`config.mk`:
```
export PLATFORM = sky130hd
export DESIGN_NAME = fifo_wr_arbiter
export DESIGN_NICKNAME = d
export VERILOG_FILES = /design/src/rtl/fifo_wr_arbiter.sv
export SDC_FILE = /design/constraint.sdc
export NUM_CORES = 1
export LEC_CHECK = 0
export CORE_UTILIZATION = 47
export DETAILED_ROUTE_END_ITERATION = 10
export HOLD_SLACK_MARGIN = 0.05
export PLACE_DENSITY_LB_ADDON = 0.12
export SETUP_SLACK_MARGIN = 0.15
export SYNTH_ARGS = -nofsm -noshare
export SYNTH_HDL_FRONTEND = slang
export SYNTH_SLANG_ARGS = --single-unit
```
`constraint.sdc`:
```
create_clock -name wclk -period 4.45 [get_ports wclk]
set_input_delay 0.89 -clock wclk [delete_from_list [all_inputs] [get_ports wclk]]
set_output_delay 0.89 -clock wclk [all_outputs]
set_load 0.01 [all_outputs]
```
`src/rtl/fifo_wr_arbiter.sv`:
```
// Write-side round-robin scheduler in front of the async FIFO write port: burst/gap throttling, stalls on wfull.
// Optional FIFO_WR_ARB_STATS_EN adds stat_clr, wr_count and stall_count.
module fifo_wr_arbiter #(
    parameter int DSIZE   = 8,
    parameter int NREQ    = 4,
    parameter int BURST_W = 4,
    parameter int GAP_W   = 4,
    localparam int IW     = $clog2(NREQ)
) (
    input  logic                  wclk,
    input  logic                  wrst,
    input  logic [NREQ-1:0]       req,
    input  logic [NREQ*DSIZE-1:0] req_data,
    output logic [NREQ-1:0]       gnt,
    input  logic                  wfull,
    output logic                  winc,
    output logic [DSIZE-1:0]      wdata,
    input  logic [BURST_W-1:0]    burst_len,
    input  logic [GAP_W-1:0]      gap_cycles,
    output logic [IW-1:0]         owner,
`ifdef FIFO_WR_ARB_STATS_EN
    input  logic                  stat_clr,
    output logic [15:0]           wr_count,
    output logic [15:0]           stall_count,
`endif
    output logic                  busy
);

    typedef enum logic [1:0] {IDLE, GRANT, GAP} state_t;

    state_t             state;
    logic [IW-1:0]      cur, last;
    logic [BURST_W-1:0] beat_cnt, burst_lat, eff_len;
    logic [GAP_W-1:0]   gap_cnt, gap_lat;

    logic               found;
    logic [IW-1:0]      win, idx;
    logic               last_beat, early_end, burst_end, go_gap, arb_pt;

    always_comb begin
        for (int i = 0; i < NREQ; i++)
            gnt[i] = (state == GRANT) && (cur == IW'(i)) && !wfull;
    end

    assign winc  = |(req & gnt);
    assign wdata = req_data[cur*DSIZE +: DSIZE];
    assign owner = cur;
    assign busy  = (state != IDLE);

    // Walk downward so the requester closest after 'last' is the final (winning) assignment.
    always_comb begin
        found = 1'b0;
        win   = '0;
        idx   = '0;
        for (int k = NREQ; k >= 1; k--) begin
            idx = IW'((int'(last) + k) % NREQ);
            if (req[idx]) begin
                found = 1'b1;
                win   = idx;
            end
        end
    end

    always_comb begin
        eff_len   = (burst_lat == '0) ? BURST_W'(1) : burst_lat;
        last_beat = winc && (({1'b0, beat_cnt} + (BURST_W+1)'(1)) == {1'b0, eff_len});
        early_end = (state == GRANT) && !winc && !req[cur];
        burst_end = (state == GRANT) && (last_beat || early_end);
        // A burst that moved zero beats skips the idle gap.
        go_gap    = burst_end && (last_beat || beat_cnt != '0) && (gap_lat != '0);
        arb_pt    = (state == IDLE) || (burst_end && !go_gap) ||
                    ((state == GAP) && (gap_cnt == GAP_W'(1)));
    end

    always_ff @(posedge wclk or posedge wrst) begin
        if (wrst) begin
            state     <= IDLE;
            cur       <= '0;
            last      <= IW'(NREQ-1);
            beat_cnt  <= '0;
            gap_cnt   <= '0;
            burst_lat <= '0;
            gap_lat   <= '0;
        end else if (arb_pt) begin
            gap_cnt <= '0;
            if (found) begin
                state     <= GRANT;
                cur       <= win;
                last      <= win;
                beat_cnt  <= '0;
                burst_lat <= burst_len;
                gap_lat   <= gap_cycles;
            end else begin
                state <= IDLE;
            end
        end else if (go_gap) begin
            state   <= GAP;
            gap_cnt <= gap_lat;
        end else if (state == GRANT && winc) begin
            beat_cnt <= beat_cnt + BURST_W'(1);
        end else if (state == GAP) begin
            gap_cnt <= gap_cnt - GAP_W'(1);
        end
    end

`ifdef FIFO_WR_ARB_STATS_EN
    always_ff @(posedge wclk or posedge wrst) begin
        if (wrst) begin
            wr_count    <= '0;
            stall_count <= '0;
        end else if (stat_clr) begin
            wr_count    <= '0;
            stall_count <= '0;
        end else begin
            if (winc)
                wr_count <= wr_count + 16'd1;
            if (state == GRANT && wfull && req[cur])
                stall_count <= stall_count + 16'd1;
        end
    end
`endif

    a_no_write_when_full: assert property (@(posedge wclk) disable iff (wrst) !(winc && wfull));
    a_gnt_onehot0:        assert property (@(posedge wclk) disable iff (wrst) $onehot0(gnt));

endmodule

```
==> out/summary.txt, run 1 <==
Status: complete, no violations
Crit path max-delay family: buffers and inverters
Syn Inst Count: 149
Rows: 20
Min Hold Slack: 552 ps
Synth Area per Inst: 10.7 um^2
Final instance area: 2270 um^2
Synth Flop Type: dfrtp_1
Setup WS post-layout: 964 ps
Pre-antenna DRT Iters: 4
Worst min path class: reg2reg
Library cells used by synthesis: 44
Final ANT Viol Nets: 0
FF-to-FF End: burst_lat[3]$_DFFE_PP0P_
Crit share post-route: 0.783
CP max stage cell: mux4_2
EDFF count, synth: 0
Global-route total usage across every layer: 0.244
Synthesized area: 1590 um^2
Synth top area share: 0.315
Post-route DRC: 0
Area leader, netlist: dfrtp_1
First-pass GRT wire length: 6470 um
Peak VDD IR: 0.000365 V
WP data required: 3560 ps
Clock Tree Root: clkbuf_4
CP dominant cell by count: clkdlybuf4s50_1
DR vias/cell: 5.60
Post-synthesis net count: 200
Startpoint type of the worst setup path: input pin
Worst EP arrival: 2600 ps
Final min period: 3490 ps
Storage element area: 553 um^2
Worst r2r src: beat_cnt[0]$_DFFE_PP0P_
Final hold violations: 0
Final HPWL from detailed placement: 3290 um
Yosys reg bits: 22
Diode count: 0
Area of the multi-input gates: 953 um^2
CP endpoint kind: output pin
Clock tree buffer depth: 2
Io pins: 63
FFs w/ async S/R, synth: 1.00
Highest clock rate: 287 MHz
Largest net degree at the start of global routing: 23
FILL cells: 240
Global placer's final weighted congestion: 0.884
WP buf/inv: 2
PwrDens: 625 nW/um^2
Slew Viols, Final: 0
I/O Buffers: 62
CP peak stage delay: 550 ps
Pleak: 0.895 nW
Worst slew pin tran: 839 ps
Crit Path Class: in2out
Worst reg-to-reg path cell count: 9
Setup bufs post-CTS: 0
Nets@finish: 261
Relative slew margins: 0.440
Post-CTS sizing: 0
Total gr overflow: 0
Ratio of cells with drive above 1 in the final layout: 0.124
Register area share after synthesis: 0.348
Final WL: 3960 um
WL/cell: 15.6 um
Total design power: 0.00142 W
Initial Util: 0.508
Initial antenna violation count: 0
Die area: 3620 um^2
Die H: 60.1 um
Clock insertion delay at the later pin of the skew report: 320 ps
Ordered list of cells on the worst path: clkdlybuf4s50_1 > mux4_2 > and2_1 > clkdlybuf4s50_1
Ranking of synthesized cells by area: dfrtp_1 (31%), mux4_2 (13%), nand2_1 (3.5%)
CTS tree: built
Cts hold-fix bufs: 0
CP endpoint: winc
RSZ-0062 raised after global routing: no
Vias in the first global route: 1,403
Fin Clk Skew: 11.7 ps
Max-cap viol count: 0
Synth warnings: 0
Die Width: 60.1 um
CTS Buf Count: 3
Pre-CTS WS: 949 ps
Final setup TNS: 0 ps
Hold-critical path depth: 1
Via count: 1,416
CTS Sinks: 22
Worst-path fanout max: 6
Setup crit start: req[1]
Final setup violation count: 0
1st-iter DRT viols: 35
Post-DP Area: 2220 um^2
Core ar.: 3130 um^2
Layout area overhead: 43.0%
CTS clk-pin slew, worst paths: 130 ps
Stages on the worst setup path: 4
CTS HTree Levels: 1
R2r setup slk: 1500 ps
## placed cells by master (no fill, tap or decap), types with 2 or more instances in the layout
| master | instances |
|---|---|
| o221ai_1 | 3 |
| clkbuf_4 | 3 |
| nor3b_1 | 3 |
| xnor2_1 | 2 |
| nor2_1 | 7 |
| a22o_1 | 6 |
| clkdlybuf4s50_1 | 62 |
| dfstp_2 | 2 |
| nor3_1 | 4 |
| o21ai_4 | 2 |
| o31ai_1 | 2 |
| o21ai_0 | 10 |
| inv_1 | 10 |
| nand3_1 | 2 |
| nor2b_1 | 2 |
| mux2_2 | 2 |
| mux4_2 | 9 |
| a21o_1 | 2 |
| a21oi_1 | 4 |
| and2_1 | 2 |
| nand2b_1 | 6 |
| nand2_1 | 15 |
| o21a_1 | 5 |
| dfrtp_1 | 20 |
| ha_1 | 4 |
## how the worst min path moves through the flow
stage                                      start                     end  slack, ps
after CTS                 gap_lat[1]$_DFFE_PP0P_  gap_lat[1]$_DFFE_PP0P_        550
after floorplan           gap_lat[0]$_DFFE_PP0P_  gap_lat[0]$_DFFE_PP0P_        490
after global routing      gap_lat[1]$_DFFE_PP0P_  gap_lat[1]$_DFFE_PP0P_        570
after global placement    gap_lat[1]$_DFFE_PP0P_  gap_lat[1]$_DFFE_PP0P_        510
after detailed placement  gap_lat[1]$_DFFE_PP0P_  gap_lat[1]$_DFFE_PP0P_        520
final                     gap_lat[1]$_DFFE_PP0P_  gap_lat[1]$_DFFE_PP0P_        550
## cells in the mapped netlist, drive strengths merged (4+ instances only)
library cell	count
a21oi	5
a22o	6
dfrtp	20
ha	4
inv	10
mux4	9
nand2	15
nand2b	6
nor2	7
nor3	4
o21a	5
o21ai	12
## logic make-up after synthesis
family / after synthesis / share of synthesized area
compound gates: 43 / 0.234
xor+xnor: 3 / 0.0165
fa+ha+maj: 4 / 0.0315
buf+inv: 16 / 0.0520
flops: 22 / 0.348
mux: 12 / 0.149
simple gates: 49 / 0.169
## stage by stage
stage / utilization / cells
6_report: 0.726 / 253
5_1_grt: 0.726 / 253
4_1_cts: 0.726 / 253
3_5_place_dp: 0.710 / 249
3_3_place_gp: 0.710 / 249
2_1_floorplan: - / 149
## per-layer routing
layer | wire length [um] | part of all wire | GRT usage | vias to the layer above
met3 | 240 | 0.061 | 0.0519 | 5
met2 | 2100 | 0.53 | 0.444 | 46
met1 | 1570 | 0.40 | 0.271 | 690
met5 | 0 | 0 | 0 | -
met4 | 40 | 0.010 | 0.0997 | 0
li1 | - | - | - | 675
## layout make-up
class | instances | area share
multi-input cells | 111 | 0.420
repair buffers | 62 | 0.273
flip-flops and latches | 22 | 0.243
well taps | 44 | 0.0242
inverters | 10 | 0.0165
clock inverters | 1 | 0.0132
clock buffers | 3 | 0.00991
## sequential cells by signal, summed over array words and instances (netlist names)
| signal | count |
|---|---|
| beat_cnt | 4 |
| burst_lat | 4 |
| gap_cnt | 4 |
| gap_lat | 4 |
| last | 2 |
| owner | 2 |
| state | 2 |
## worst reg2reg max path, cell delays in order (launching register included)
cell and delay (ps):
dfrtp_1 560, inv_1 130, ha_1 350, xor2_1 190, a2111oi_4 350, o311ai_4 200
o21ai_4 250, a21oi_4 130, nor2b_4 310, mux2_2 370
## where the power goes
part,internal [W],switching [W]
Sequential,0.000296,0.000150
Combinational,0.000451,0.000371
Clock,0.0000912,0.0000613
Power figures use the tool's default switching activity.
==> run 2: changes to the inputs <==
--- a/config.mk
+++ b/config.mk
@@ -5,7 +5,7 @@
 export SDC_FILE = /design/constraint.sdc
 export NUM_CORES = 1
 export LEC_CHECK = 0
-export CORE_UTILIZATION = 47
+export CORE_UTILIZATION = 44
 export DETAILED_ROUTE_END_ITERATION = 10
 export HOLD_SLACK_MARGIN = 0.05
 export PLACE_DENSITY_LB_ADDON = 0.12
==> constraint.sdc (replaced) <==
create_clock -name wclk -period 3.5 [get_ports wclk]
set_input_delay 0.7 -clock wclk [delete_from_list [all_inputs] [get_ports wclk]]
set_output_delay 0.7 -clock wclk [all_outputs]
set_load 0.01 [all_outputs]
==> out/summary.txt, run 2 (synthesized netlist as in run 1, its figures left out) <==
Status: complete, no violations
Hold Path End: gap_lat[3]$_DFFE_PP0P_
Relative slew margins: 0.438
Final setup violation count: 0
Pre-CTS WS: 305 ps
Die H: 62.1 um
Ratio of cells with drive above 1 in the final layout: 0.133
Final ANT Viol Nets: 0
Ordered list of cells on the worst path: clkdlybuf4s50_1 > mux4_2 > and2_1 > clkdlybuf4s50_1
Worst EP arrival: 2410 ps
Slew Viols, Final: 0
Peak VDD IR: 0.000436 V
Setup WS post-layout: 387 ps
Stages on the worst setup path: 4
Final setup TNS: 0 ps
Min Hold Slack: 549 ps
Area of the multi-input gates: 953 um^2
Crit Path Class: in2out
Crit path max-delay family: buffers and inverters
Setup bufs post-CTS: 0
Io pins: 63
Commonest non-fill, non-tap cell in the layout: clkdlybuf4s50_1
Clock Tree Root: clkbuf_4
CTS Sinks: 22
Layout area overhead: 43.1%
Most frequent cells in the layout: clkdlybuf4s50_1 (62), dfrtp_1 (20), nand2_1 (15)
Initial Util: 0.469
PwrDens: 784 nW/um^2
Via count: 1,443
CP endpoint kind: output pin
Clock tree buffer depth: 2
Diode count: 0
Worst min path class: reg2reg
Final HPWL from detailed placement: 3250 um
CTS HTree Levels: 1
Highest clock rate: 321 MHz
WP buf/inv: 2
CTS tree: built
Global placer's final weighted congestion: 0.861
Clock insertion delay at the later pin of the skew report: 300 ps
Final min period: 3110 ps
First-pass GRT wire length: 6380 um
WP data required: 2800 ps
CTS Buf Count: 3
Die Width: 62.1 um
Worst reg-to-reg path cell count: 9
Die area: 3860 um^2
Storage element area: 553 um^2
Global-route total usage across every layer: 0.226
Pleak: 0.898 nW
Initial antenna violation count: 0
Post-route DRC: 0
Vias in the first global route: 1,406
Max-cap viol count: 0
CTS clk-pin slew, worst paths: 120 ps
CP dominant cell by count: clkdlybuf4s50_1
Cts hold-fix bufs: 0
Final WL: 4120 um
Pre-antenna DRT Iters: 6
Worst slew pin tran: 843 ps
Nets@finish: 263
I/O Buffers: 62
Final hold violations: 0
Core ar.: 3390 um^2
Largest net degree at the start of global routing: 23
WL/cell: 16.0 um
CP peak stage delay: 550 ps
Crit share post-route: 0.889
Rows: 21
Hold-critical path depth: 1
FF-to-FF End: burst_lat[3]$_DFFE_PP0P_
1st-iter DRT viols: 69
Final Util: 0.671
Hold_sp: gap_lat[3]$_DFFE_PP0P_
Post-CTS sizing: 0
Total gr overflow: 0
R2r setup slk: 700 ps
RSZ-0062 raised after global routing: no
Fin Clk Skew: 2.79 ps
Worst-path fanout max: 6
Worst r2r src: beat_cnt[0]$_DFFE_PP0P_
CP max stage cell: mux4_2
Startpoint type of the worst setup path: input pin
DR vias/cell: 5.61
FILL cells: 277
run 2: cell count changes in the layout (fill, tap and decap cells not counted):
cell       delta
buf_4         +2
bufinv_16     -1
clkbuf_8      +1
run 2: layout make-up:
| type | instances | share of cell area |
|---|---|---|
| Multi-Input combinational cell | 111 | 0.419 |
| Timing Repair Buffer | 64 | 0.280 |
| Sequential cell | 22 | 0.243 |
| Tap cell | 46 | 0.0253 |
| Inverter | 10 | 0.0165 |
| Clock buffer | 4 | 0.0160 |
run 2: worst max-delay path by stage:
stage | to | startpoint | slack [ps]
CTS | winc | req[0] | 410
finish | winc | req[0] | 390
detailed placement | burst_lat[3]$_DFFE_PP0P_ | wfull | 310
global placement | burst_lat[3]$_DFFE_PP0P_ | wfull | 360
global route | winc | req[0] | 330
floorplan | burst_lat[0]$_DFFE_PP0P_ | wfull | 820
run 2: metrics by stage:
step / instance area, um^2 / std cells / total power, W
after floorplan: 1590 / 149 / 0.00130
after global placement: 2240 / 253 / 0.00161
after detailed placement: 2240 / 253 / 0.00165
after CTS: 2270 / 257 / 0.00179
after global routing: 2270 / 257 / 0.00192
final: 2270 / 257 / 0.00178
run 2: power by group:
group | internal (W) | leakage [nW] | switching (W) | total (W)
clock network | 0.0000634 | 0.0210 | 0.0000737 | 0.000137
registers | 0.000377 | 0.269 | 0.000163 | 0.000540
logic | 0.000594 | 0.608 | 0.000511 | 0.00111
run 2: routing by layer:
layer	vias to the layer above	global-route usage	wire (um)
met2	59	0.424	2130
met5	-	0	0
li1	685	-	-
met4	0	0.0508	51
met3	6	0.0290	261
met1	693	0.272	1680
==> run 3: changes to the inputs <==
--- a/config.mk
+++ b/config.mk
@@ -5,7 +5,8 @@
 export SDC_FILE = /design/constraint.sdc
 export NUM_CORES = 1
 export LEC_CHECK = 0
-export CORE_UTILIZATION = 44
+export ABC_AREA = 1
+export CORE_UTILIZATION = 45
 export DETAILED_ROUTE_END_ITERATION = 10
 export HOLD_SLACK_MARGIN = 0.05
 export PLACE_DENSITY_LB_ADDON = 0.12
==> out/summary.txt, run 3 <==
Status: complete, no violations
Layout area overhead: 39.5%
Die area: 4170 um^2
Crit Path Class: reg2out
Final min period: 3030 ps
DR vias/cell: 4.99
Commonest non-fill, non-tap cell in the layout: nand2_1
Final ANT Viol Nets: 0
FFs w/ async S/R, synth: 1.00
Pre-CTS WS: 510 ps
Largest net degree at the start of global routing: 23
Library cells used by synthesis: 34
Vias in the first global route: 1,680
CTS tree: built
Global-route total usage across every layer: 0.230
R2r setup slk: 980 ps
Diode count: 0
Final HPWL from detailed placement: 3560 um
CTS clk-pin slew, worst paths: 80 ps
Worst min path class: reg2reg
Worst-path fanout max: 18
Highest clock rate: 330 MHz
Via count: 1,848
Sequential share of power: 0.247
Pre-antenna DRT Iters: 4
Clock tree buffer depth: 2
EDFF count, synth: 0
I/O Buffers: 62
Count leader, synth: nand2_1
Synth Area per Inst: 6.73 um^2
Initial Util: 0.474
CP max stage cell: dfrtp_1
Pleak: 1.21 nW
Io pins: 63
Die H: 64.6 um
First-pass GRT wire length: 7650 um
Final hold violations: 0
Max-cap viol count: 0
Worst slew pin tran: 819 ps
Ratio of cells with drive above 1 in the final layout: 0.0807
Synth warnings: 0
Placed Cells: 366
Die Width: 64.6 um
Ordered list of cells on the worst path: nor2_2 > nand2_1 > nand2_1 > nor2_4 > nor2_8 > clkdlybuf4s50_1
Rows: 22
Post-CTS sizing: 0
Synth top area share: 0.284
CTS HTree Levels: 1
Final setup TNS: 0 ps
Nets@finish: 374
Final WL: 4490 um
CTS Buf Count: 3
Crit share post-route: 0.866
Total gr overflow: 0
Yosys reg bits: 22
Initial antenna violation count: 0
Clock insertion delay at the later pin of the skew report: 250 ps
RSZ-0062 raised after global routing: no
Worst EP arrival: 2330 ps
Clock Tree Root: clkbuf_8
Post-synthesis net count: 313
WL/cell: 12.1 um
1st-iter DRT viols: 85
Comb power frac: 0.671
Synth top cells by count: nand2_1 (102), nand3_1 (33), inv_1 (26)
CP dominant cell by count: nand2_1
Global placer's final weighted congestion: 0.830
Setup WS post-layout: 468 ps
Syn Inst Count: 262
Core ar.: 3720 um^2
CP peak stage delay: 620 ps
Synth Flop Type: dfrtp_1
Relative slew margins: 0.453
Internal power: 0.00107 W
Ranking of synthesized cells by area: dfrtp_1 (28%), nand2_1 (22%), nand3_1 (9.4%)
CP endpoint kind: output pin
Fin Clk Skew: 2.02 ps
P_sw: 0.00109 W
Post-route DRC: 0
Final Instance Count excl. Fillers: 370
Cts hold-fix bufs: 0
Register area share after synthesis: 0.314
CTS Sinks: 22
Clk pwr share: 0.082
WP data required: 2800 ps
Slew Viols, Final: 0
PwrDens: 875 nW/um^2
Setup bufs post-CTS: 0
Startpoint type of the worst setup path: register
Peak VDD IR: 0.000578 V
Final setup violation count: 0
Most frequent cells in the layout: nand2_1 (102), clkdlybuf4s50_1 (62), nand3_1 (33)
Area leader, netlist: dfrtp_1
Sw frac: 0.505
Synthesized area: 1760 um^2
run 3: area by class of cell:
| class | count | area, um^2 |
|---|---|---|
| inverters | 31 | 118 |
| flip-flops and latches | 22 | 553 |
| well taps | 48 | 60.1 |
| repair buffers | 62 | 621 |
| multi-input cells | 203 | 1050 |
| clock buffers | 4 | 55.1 |
| fillers | 343 | 1260 |
run 3: power groups by stage:
| stage | sequential [W] | clock (W) | combinational (W) |
|---|---|---|---|
| after CTS | 0.000531 | 0.000181 | 0.00146 |
| after floorplan | 0.000463 | 0 | 0.00109 |
| after global placement | 0.000534 | 0 | 0.00143 |
| after detailed placement | 0.000535 | 0 | 0.00145 |
| final | 0.000532 | 0.000177 | 0.00144 |
| after global routing | 0.000547 | 0.000192 | 0.00165 |
run 3: through the flow:
step / hold WS, ps / area [um^2] / utilization / total power (W)
floorplan: 449 / 1760 / - / 0.00156
global placement: 465 / 2400 / 0.647 / 0.00196
detailed placement: 465 / 2400 / 0.647 / 0.00198
CTS: 486 / 2460 / 0.662 / 0.00217
global route: 508 / 2460 / 0.662 / 0.00239
finish: 490 / 2460 / 0.662 / 0.00215
run 3: critical path, delay by kind of cell (launching register included):
family / cells / cell delay [ps]
DFF: 1 / 620
and+or+nand+nor: 5 / 900
buffers and inverters: 1 / 560
run 3: metal layers:
| layer | share of wire | GRT usage | routed length, um | vias up |
|---|---|---|---|---|
| li1 | - | - | - | 978 |
| met1 | 0.46 | 0.297 | 2090 | 826 |
| met2 | 0.49 | 0.405 | 2190 | 42 |
| met3 | 0.046 | 0.0458 | 206 | 2 |
| met4 | 0.0027 | 0.0222 | 12 | 0 |
| met5 | 0 | 0 | 0 | - |
run 3: cell families (layout without fill, tap and decap cells):
family          Yosys count  count (layout)  synth area share
simple gates            177             177             0.480
buf+inv                  37              97            0.0887
flops                    22              22             0.314
compound gates           18              18            0.0696
fa+ha+maj                 4               4            0.0284
xor+xnor                  4               4            0.0199
run 3: path summary, 6_finish.rpt:
check                                    startpoint                  endpoint  cells past startpoint
setup / recovery               owner[0]$_DFFE_PP0P_                      winc                      6
hold / removal             burst_lat[0]$_DFFE_PP0P_  burst_lat[0]$_DFFE_PP0P_                      2
setup reg to reg               owner[0]$_DFFE_PP0P_      owner[1]$_DFFE_PP0P_                     12
hold reg to reg            burst_lat[0]$_DFFE_PP0P_  burst_lat[0]$_DFFE_PP0P_                      2
max in group asynchronous                      wrst    gap_cnt[2]$_DFFE_PP0P_                      2
min in group asynchronous                      wrst    gap_lat[1]$_DFFE_PP0P_                      2
